File: src/rtl/wb_copy_pkg.sv
// wb_copy_pkg: shared FSM encoding and chunk sizing for the Wishbone copy master
package wb_copy_pkg;
  typedef enum logic [2:0] {IDLE, RD, RD_WAIT, WR, WR_WAIT, DONE} state_e;
  function automatic int unsigned chunk_len(input int unsigned rem, input int unsigned depth);
    return rem < depth ? rem : depth;
  endfunction
endpackage

File: src/rtl/if_wb.sv
// if_wb: classic-pipelined Wishbone bus bundle
// master drives cyc/stb/we/adr/dat_m; slave drives dat_s/ack/stall
interface if_wb #(parameter int AW = 16, parameter int DW = 16);
  logic cyc;
  logic stb;
  logic we;
  logic [AW-1:0] adr;
  logic [DW-1:0] dat_m;
  logic [DW-1:0] dat_s;
  logic ack;
  logic stall;
  modport master (output cyc, stb, we, adr, dat_m, input dat_s, ack, stall);
  modport slave (input cyc, stb, we, adr, dat_m, output dat_s, ack, stall);
endinterface

File: src/rtl/wb_copy_master_fifo.sv
// sync_fifo: DEPTH x DW show-ahead FIFO holding one chunk of read data
// ports: clk, rst (async, active-high), push_i/din_i, pop_i/dout_o (head), empty_o, full_o
module sync_fifo #(parameter int DEPTH = 8, parameter int DW = 16) (
  input  logic          clk,
  input  logic          rst,
  input  logic          push_i,
  input  logic [DW-1:0] din_i,
  input  logic          pop_i,
  output logic [DW-1:0] dout_o,
  output logic          empty_o,
  output logic          full_o
);
  localparam int PW = $clog2(DEPTH);
  logic [DW-1:0] mem_q [DEPTH];
  logic [PW:0] wp_q, rp_q;
  assign empty_o = wp_q == rp_q;
  assign full_o = (wp_q[PW] != rp_q[PW]) && (wp_q[PW-1:0] == rp_q[PW-1:0]);
  assign dout_o = mem_q[rp_q[PW-1:0]];
  always_ff @(posedge clk or posedge rst) begin
    if (rst) begin
      wp_q <= '0;
      rp_q <= '0;
    end else begin
      wp_q <= wp_q + (PW+1)'(push_i);
      rp_q <= rp_q + (PW+1)'(pop_i);
    end
  end
  always_ff @(posedge clk) if (push_i) mem_q[wp_q[PW-1:0]] <= din_i;
endmodule

File: src/rtl/wb_copy_master.sv
// wb_copy_master: chunked Wishbone block-copy DMA (read up to DEPTH words, write them, repeat)
// ports: clk, rst (async, active-high), start pulse, src_adr/dst_adr/len,
//        busy, done pulse, wb (if_wb.master pipelined bus)
module wb_copy_master
  import wb_copy_pkg::*;
#(
  parameter int AW    = 16,
  parameter int DW    = 16,
  parameter int DEPTH = 8
) (
  input  logic          clk,
  input  logic          rst,
  input  logic          start,
  input  logic [AW-1:0] src_adr,
  input  logic [AW-1:0] dst_adr,
  input  logic [AW-1:0] len,
  output logic          busy,
  output logic          done,
  if_wb.master          wb
);
  localparam int CW = $clog2(DEPTH + 1);
  state_e state_q, state_d;
  logic [AW-1:0] rs_q, rs_d, rd_q, rd_d, rem_q, rem_d;
  logic [CW-1:0] iss_q, iss_d, ack_q, ack_d, chunk;
  logic acc, ackv, drain, push, pop, empty, full;
  logic [DW-1:0] head;
  assign chunk = CW'(chunk_len(32'(rem_q), DEPTH));
  // once every ack of the phase is in, cyc is released for exactly one cycle
  assign drain = (state_q == RD_WAIT || state_q == WR_WAIT) && ack_q == chunk;
  assign wb.cyc = (state_q == RD || state_q == RD_WAIT || state_q == WR || state_q == WR_WAIT) && !drain;
  assign wb.stb = state_q == RD || state_q == WR;
  assign wb.we = state_q == WR;
  assign wb.adr = state_q == RD ? rs_q : state_q == WR ? rd_q : '0;
  assign wb.dat_m = state_q == WR && !empty ? head : '0;
  assign acc = wb.cyc && wb.stb && !wb.stall;
  assign ackv = wb.cyc && wb.ack;
  assign push = ackv && (state_q == RD || state_q == RD_WAIT) && !full;
  assign pop = acc && state_q == WR;
  assign busy = state_q != IDLE && state_q != DONE;
  assign done = state_q == DONE;
  sync_fifo #(.DEPTH(DEPTH), .DW(DW)) u_fifo (
    .clk(clk), .rst(rst), .push_i(push), .din_i(wb.dat_s), .pop_i(pop),
    .dout_o(head), .empty_o(empty), .full_o(full)
  );
  always_comb begin
    state_d = state_q;
    rs_d = rs_q + AW'(acc && state_q == RD);
    rd_d = rd_q + AW'(pop);
    rem_d = rem_q;
    iss_d = iss_q + CW'(acc);
    ack_d = ack_q + CW'(ackv);
    case (state_q)
      IDLE: if (start) begin
        rs_d = src_adr;
        rd_d = dst_adr;
        rem_d = len;
        state_d = len != '0 ? RD : DONE;
      end
      RD: if (iss_d == chunk) state_d = RD_WAIT;
      RD_WAIT: if (drain) begin
        iss_d = '0;
        ack_d = '0;
        state_d = WR;
      end
      WR: if (iss_d == chunk) state_d = WR_WAIT;
      WR_WAIT: if (drain) begin
        iss_d = '0;
        ack_d = '0;
        rem_d = rem_q - AW'(chunk);
        state_d = rem_q == AW'(chunk) ? DONE : RD;
      end
      DONE: state_d = IDLE;
      default: state_d = IDLE;
    endcase
  end
  always_ff @(posedge clk or posedge rst) begin
    if (rst) begin
      state_q <= IDLE;
      rs_q <= '0;
      rd_q <= '0;
      rem_q <= '0;
      iss_q <= '0;
      ack_q <= '0;
    end else begin
      state_q <= state_d;
      rs_q <= rs_d;
      rd_q <= rd_d;
      rem_q <= rem_d;
      iss_q <= iss_d;
      ack_q <= ack_d;
    end
  end
endmodule

File: src/flat_wrapper.sv
// flat-port wrapper written by rule: the top's interface ports become plain ports
module wb_copy_master_flat import wb_copy_pkg::*;
#(
  parameter int AW    = 16,
  parameter int DW    = 16,
  parameter int DEPTH = 8
)
  (clk, rst, start, src_adr, dst_adr, len, busy, done, wb_cyc, wb_stb, wb_we, wb_adr, wb_dat_m, wb_dat_s, wb_ack, wb_stall);
  if_wb #(.AW(AW), .DW(DW)) wb_i ();
  input  logic clk;
  input  logic rst;
  input  logic start;
  input  logic [AW-1:0] src_adr;
  input  logic [AW-1:0] dst_adr;
  input  logic [AW-1:0] len;
  output logic busy;
  output logic done;
  output wire logic [$bits(wb_i.cyc)-1:0] wb_cyc;
  output wire logic [$bits(wb_i.stb)-1:0] wb_stb;
  output wire logic [$bits(wb_i.we)-1:0] wb_we;
  output wire logic [$bits(wb_i.adr)-1:0] wb_adr;
  output wire logic [$bits(wb_i.dat_m)-1:0] wb_dat_m;
  input wire logic [$bits(wb_i.dat_s)-1:0] wb_dat_s;
  input wire logic [$bits(wb_i.ack)-1:0] wb_ack;
  input wire logic [$bits(wb_i.stall)-1:0] wb_stall;
  assign wb_cyc = wb_i.cyc;
  assign wb_stb = wb_i.stb;
  assign wb_we = wb_i.we;
  assign wb_adr = wb_i.adr;
  assign wb_dat_m = wb_i.dat_m;
  assign wb_i.dat_s = wb_dat_s;
  assign wb_i.ack = wb_ack;
  assign wb_i.stall = wb_stall;
  wb_copy_master #(.AW(AW), .DW(DW), .DEPTH(DEPTH)) u_core (.clk(clk), .rst(rst), .start(start), .src_adr(src_adr), .dst_adr(dst_adr), .len(len), .busy(busy), .done(done), .wb(wb_i));
endmodule
File: config.mk
export PLATFORM = sky130hd
export DESIGN_NAME = wb_copy_master_flat
export DESIGN_NICKNAME = d
export VERILOG_FILES = /design/src/rtl/wb_copy_pkg.sv /design/src/rtl/if_wb.sv /design/src/rtl/wb_copy_master_fifo.sv /design/src/rtl/wb_copy_master.sv /design/src/flat_wrapper.sv
export SDC_FILE = /design/constraint.sdc
export NUM_CORES = 1
export LEC_CHECK = 0
export ABC_AREA = 1
export CORE_ASPECT_RATIO = 1.2
export CORE_UTILIZATION = 60
export CTS_CLUSTER_SIZE = 14
export DETAILED_ROUTE_END_ITERATION = 8
export PLACE_DENSITY = 0.89
export SKIP_LAST_GASP = 1
export SYNTH_ARGS = -nofsm -noshare
export SYNTH_HDL_FRONTEND = slang
export SYNTH_HIERARCHICAL = 1
export SYNTH_SLANG_ARGS = --single-unit
export TNS_END_PERCENT = 100
File: constraint.sdc
create_clock -name clk -period 6.77 [get_ports clk]
set_input_delay 0.677 -clock clk [delete_from_list [all_inputs] [get_ports clk]]
set_output_delay 0.677 -clock clk [all_outputs]
set_load 0.005 [all_outputs]
==> results.sh, run 1 <==
export IMPL_ys_warnings_count=6
export IMPL_syn_inst=1228
export IMPL_synth_top_area_share=0.372
export IMPL_hold_viol=0
export IMPL_synth_edf_count=128
export IMPL_holdBufCountCts=0
export IMPL_grt_overflow=0
export IMPL_vias=8356
export IMPL_cts_tree="built"
export IMPL_drv_cap=0
export IMPL_yosys_area_top_type="edfxtp_1"
export IMPL_numPortBuffers=105
export IMPL_die_h_um=146
export IMPL_status="completed"
export IMPL_fin_ws_ns=2.61
export IMPL_netlist_top_cells_area="edfxtp_1, dfrtp_1, nand2_1, inv_1, nand3_1"
export IMPL_setup_viol=0
export IMPL_worst_pin_slew_ns=1.09
export IMPL_drive_above_1_share=0.0696
export IMPL_yosysMostFrequentCell="nand2_1"
export IMPL_area_growth_pct=16.5
export IMPL_dieArea_um2=17800
export IMPL_n_antenna_cell=0
export IMPL_via_per_inst=5.38
export IMPL_yosys_most_used_dff="edfxtp_1"
export IMPL_max_vdd_ir_drop_uv=291
export IMPL_drt_pass1_iter_count=6
export IMPL_fin_crit_sh=0.615
export IMPL_crit_chain="buf_4 > inv_2 > nand2_1 > nand3_1 > nand2_1 > nand2_1 > nand2_1 > inv_1 > nor2_1 > clkdlybuf4s50_1"
export IMPL_ys_seq_elements=195
export IMPL_start_util=0.613
export IMPL_clk_latency_ns=0.43
export IMPL_async_flop_share=0.344
export IMPL_leakage_nw=5.77
export IMPL_hold_ws_ns=0.501
export IMPL_cts_num_sinks=195
export IMPL_post_cts_buffers=0
export IMPL_path_max_fanout=64
export IMPL_worst_path_most_repeated_cell="nand2_1"
export IMPL_max_freq_mhz=240
export IMPL_grt_pass1_wl_mm=37.9
export IMPL_antenna_found_initial=0
export IMPL_place_congestion=0.931
export IMPL_power_mw=4.96
export IMPL_hp_class="reg2reg"
export IMPL_setup_tns_ns=0
export IMPL_critPathKind="reg2out"
export IMPL_min_period_ns=4.16
export IMPL_dp_hpwl_mm=15.7
export IMPL_power_density_nw_per_um2=411
export IMPL_crit_required_ns=6.09
export IMPL_syn_nets=1310
export IMPL_ys_types=40
export IMPL_root_buffer="clkbuf_16"
export IMPL_cp_start_kind="register"
export IMPL_cts_buffers=17
export IMPL_cts_resized=0
export IMPL_wl_mm=23.3
export IMPL_rsz0062_at_grt="no"
export IMPL_rows=52
export IMPL_io_pins=106
export IMPL_track_usage=0.274
export IMPL_arrival_ns=3.49
export IMPL_final_nets=1406
export IMPL_worst_path_max_delay_cell="dfrtp_2"
export IMPL_slew_headroom=0.273
export IMPL_netlist_area_um2=10300
export IMPL_first_iter_violations=725
export IMPL_htreeDepth=4
export IMPL_ant_nets=0
export IMPL_critPathMaxStageDelay_ns=0.69
export IMPL_coreArea_um2=16900
export IMPL_place_ws_ns=3.16
export IMPL_ys_top_cells_by_count="nand2_1, inv_1, edfxtp_1"
export IMPL_grt_max_degree=65
export IMPL_wire_per_inst_um=15.0
export IMPL_die_w_um=122
export IMPL_drv_slew=0
export IMPL_synth_avg_cell_area_um2=8.42
export IMPL_critPathCaptureType="primary output"
export IMPL_grt_pass1_vias=8047
export IMPL_yosysSeqAreaShare=0.534
export IMPL_drc=0
export IMPL_clockBufferDepth=2
export IMPL_clkTransAtPathRegs_ns=0.07
export IMPL_skew_ns=0.0104
-- cells by family (layout without fill, tap and decap cells) --
| kind of cell | after synthesis | after routing | synth area share |
|---|---|---|---|
| compound gates | 69 | 69 | 0.0379 |
| xor+xnor | 22 | 22 | 0.0186 |
| fa+ha+maj | 13 | 13 | 0.0157 |
| buf+inv | 292 | 400 | 0.115 |
| flops | 195 | 195 | 0.534 |
| mux | 4 | 4 | 0.00436 |
| other cells | 1 | 1 | 0.000363 |
| simple gates | 632 | 632 | 0.273 |
-- flip-flops by register name, indices dropped and copies added (netlist names) --
register	flops
u_core/ack_q	4
u_core/rs_q	16
u_core/rd_q	16
u_core/u_fifo/wp_q	4
u_core/state_q	3
u_core/u_fifo/mem_q	128
u_core/iss_q	4
u_core/u_fifo/rp_q	4
u_core/rem_q	16
-- worst paths after layout --
kind | from | end | slack [ns] | cells past startpoint
setup reg to reg | u_core/state_q[1] | u_core/u_fifo/mem_q[6][6] | 3.17 | 12
min in group asynchronous | rst | u_core/u_fifo/rp_q[2] | 0.58 | 2
hold / removal | u_core/u_fifo/rp_q[3] | u_core/u_fifo/rp_q[3] | 0.50 | 1
setup / recovery | u_core/u_fifo/rp_q[0] | wb_dat_m[13] | 2.61 | 10
hold reg to reg | u_core/u_fifo/rp_q[3] | u_core/u_fifo/rp_q[3] | 0.50 | 1
max in group asynchronous | rst | u_core/rs_q[8] | 5.41 | 3
-- per-stage QoR --
step	util	std cells	area, µm²
final	0.715	1552	12000
after global routing	0.715	1552	12000
after CTS	0.715	1552	12000
after detailed placement	0.683	1521	11500
after global placement	0.683	1521	11500
after floorplan	-	1228	10300
-- final cells by class --
| class | instances | area [µm²] |
|---|---|---|
| Clock buffer | 19 | 433 |
| Sequential cell | 195 | 5520 |
| Fill cell | 1210 | 4810 |
| Timing Repair Buffer | 117 | 1140 |
| Tap cell | 216 | 270 |
| Multi-Input combinational cell | 741 | 3620 |
| Inverter | 252 | 946 |
| Clock inverter | 12 | 108 |
-- routing by layer --
metal,global-route usage,routed length [µm],up-vias,share of wire
li1,-,-,4061,-
met1,0.330,8970,3924,0.38
met2,0.476,12300,328,0.53
met3,0.0474,1490,43,0.064
met4,0.122,603,0,0.026
met5,0,0,-,0
-- report_power, final --
| part | switching [mW] | leakage [nW] | total [mW] | internal, mW |
|---|---|---|---|---|
| clock | 0.427 | 0.258 | 0.932 | 0.505 |
| sequential | 0.283 | 1.94 | 1.83 | 1.55 |
| combinational | 1.35 | 3.57 | 2.19 | 0.849 |
-- critical path: cells and delay by family (launching register included) --
family                 cells  cell delay, ns
buffers and inverters      4            1.60
flip-flops                 1            0.69
AND/OR/NAND/NOR            6            0.73
-- layout by cell type, fill, tap and decap left out, types with 13 or more instances in the layout --
cell type | netlist | routed
dfrtp_1 | 67 | 66
o21ai_0 | 29 | 29
nand4_1 | 27 | 27
clkbuf_16 | 0 | 17
xor2_1 | 13 | 13
nor2_1 | 75 | 75
clkdlybuf4s50_1 | 0 | 105
nor3_1 | 14 | 14
inv_1 | 247 | 246
nand3_1 | 114 | 114
nand2_1 | 356 | 355
edfxtp_1 | 128 | 128
ha_1 | 13 | 13
No activity file was read; power rests on OpenSTA's default activity.
==> run 2, diff against run 1 <==
- CORE_UTILIZATION: 60 -> 52
- PLACE_DENSITY: 0.89 -> 0.82
- clock period: 6.77 -> 3.41 ns (I/O delays scaled with it)
==> run 2 against run 1 <==
Effect of this change: highest routed layer unchanged; via count is 0.73% higher; register-to-register slack worse by 2.8 ns; cell area is 1.6% higher; critical endpoint is now wb_dat_m[11]; worst hold slack worse by 0.30 ns; critical path depth is 3 lower; clock power is 130% higher; utilization is 8.7 points lower; clock skew is 0.0020 ns higher.
==> results.sh, run 2 (synthesized netlist as in run 1, its figures left out) <==
export IMPL_p_sw_frac=0.408
export IMPL_comb_power_share=0.445
export IMPL_skew_ns=0.0123
export IMPL_layout_cells_non_filler=1604
export IMPL_wl_mm=24.2
export IMPL_fin_crit_sh=0.913
export IMPL_drt_pass1_iter_count=5
export IMPL_die_w_um=131
export IMPL_htreeDepth=4
export IMPL_place_congestion=0.896
export IMPL_start_util=0.531
export IMPL_die_h_um=156
export IMPL_root_buffer="clkbuf_16"
export IMPL_cts_tree="built"
export IMPL_track_usage=0.252
export IMPL_hp_class="in2async"
export IMPL_slew_headroom=0.548
export IMPL_drive_above_1_share=0.0759
export IMPL_n_fill_cell=1642
export IMPL_postLayoutCoreUtil=0.628
export IMPL_final_area_um2=12200
export IMPL_critPathKind="reg2out"
export IMPL_clockBufferDepth=2
export IMPL_final_common_cell="nand2_1"
export IMPL_cp_start_kind="register"
export IMPL_timing_rr_end="u_core/rd_q[14]"
export IMPL_place_area_um2=11600
export IMPL_hold_viol=0
export IMPL_rows=56
export IMPL_n_antenna_cell=0
export IMPL_p_switching_mw=4.15
export IMPL_r2r_cells=19
export IMPL_p_int_mw=6.02
export IMPL_ant_nets=0
export IMPL_setup_tns_ns=0
export IMPL_largest_reg_flops=128
export IMPL_grt_pass1_vias=8354
export IMPL_numPortBuffers=105
export IMPL_coreArea_um2=19500
export IMPL_drc=0
export IMPL_path_max_fanout=16
export IMPL_final_nets=1412
export IMPL_min_period_ns=3.11
export IMPL_setup_viol=0
export IMPL_r2r_start="u_core/state_q[2]"
export IMPL_clkTransAtPathRegs_ns=0.07
export IMPL_cts_num_sinks=195
export IMPL_grt_overflow=0
export IMPL_cts_buffers=17
export IMPL_p_seq_frac=0.346
export IMPL_grt_pass1_wl_mm=39.4
export IMPL_via_per_inst=5.25
export IMPL_max_vdd_ir_drop_uv=590
export IMPL_grt_max_degree=65
export IMPL_io_pins=106
export IMPL_crit_required_ns=3.07
export IMPL_antenna_found_initial=0
export IMPL_dp_hpwl_mm=16.4
export IMPL_r2r_setup_slack_ns=0.40
export IMPL_hold_ws_ns=0.203
export IMPL_place_inst=1572
export IMPL_area_growth_pct=18.4
export IMPL_dieArea_um2=20400
export IMPL_drv_slew=0
export IMPL_leakage_nw=5.84
export IMPL_first_iter_violations=569
export IMPL_clk_latency_ns=0.43
export IMPL_final_cell_mix="nand2_1, inv_1, edfxtp_1"
export IMPL_power_density_nw_per_um2=832
export IMPL_status="completed"
export IMPL_worst_pin_slew_ns=0.678
export IMPL_max_freq_mhz=321
export IMPL_drv_cap=0
export IMPL_rsz0062_at_grt="no"
export IMPL_critPathCaptureType="primary output"
export IMPL_vias=8417
export IMPL_wire_per_inst_um=15.1
export IMPL_clkPwrFrac=0.208
export IMPL_arrival_ns=2.77
-- run 2: changes by cell type in the layout (fill, tap and decap cells not counted), sizes merged --
cell	change
clkbuf	-2
inv	+1
clkinvlp	-1
buf	+6
bufinv	+3
-- run 2: final cells by class --
| class | count | area, µm² | share of cell area |
|---|---|---|---|
| multi-input combinational | 741 | 3620 | 0.296 |
| clock inverter | 15 | 203 | 0.0166 |
| inverter | 252 | 946 | 0.0773 |
| timing repair buffer | 123 | 1190 | 0.0970 |
| clock buffer | 17 | 425 | 0.0348 |
| tap | 261 | 327 | 0.0267 |
| sequential | 195 | 5520 | 0.451 |
-- run 2: worst max-delay path: stages, from the launching register on --
cell	delay [ns]
dfrtp_1	0.44
nor2_4	0.18
inv_1	0.12
nor2_4	0.15
inv_1	0.24
or2_2	0.53
nor2_1	0.16
clkdlybuf4s50_1	0.52
-- run 2: metal layers --
metal,global-route usage,share of wire,vias up
li1,-,-,4076
met1,0.289,0.38,3929
met2,0.457,0.53,357
met3,0.0441,0.068,55
met4,0.107,0.025,0
met5,0,0,-
-- run 2: power groups by stage --
stage | Sequential, mW | Combinational, mW | Clock, mW
after global routing | 3.58 | 5.07 | 2.23
after detailed placement | 3.56 | 4.44 | 0
after CTS | 3.51 | 4.50 | 2.15
after floorplan | 3.43 | 3.15 | 0
final | 3.52 | 4.53 | 2.12
after global placement | 3.53 | 4.31 | 0
-- run 2: through the flow --
step	setup slack, ns	total power, mW
finish	0.298	10.2
global route	0.0687	10.9
CTS	0.202	10.2
detailed placement	0.498	8.00
global placement	0.674	7.84
floorplan	0.523	6.57
-- run 2: repair_timing --
action / 4_1_cts / 5_1_grt
buffers inserted: 0 / 0
hold buffers: 0 / 0
setup endpoints to repair: 0 / 2
gates resized for setup: 0 / 1
endpoints found under the hold margin: 0 / 0
-- run 2: worst max-delay path by stage --
stage / start / end / slack, ns
finish: u_core/state_q[2] / wb_dat_m[11] / 0.30
global route: u_core/state_q[2] / wb_dat_m[9] / 0.07
CTS: u_core/state_q[2] / wb_dat_m[9] / 0.20
detailed placement: u_core/state_q[2] / u_core/rd_q[14] / 0.50
global placement: u_core/state_q[2] / u_core/rd_q[14] / 0.67
floorplan: u_core/rem_q[10] / u_core/u_fifo/mem_q[1][0] / 0.52
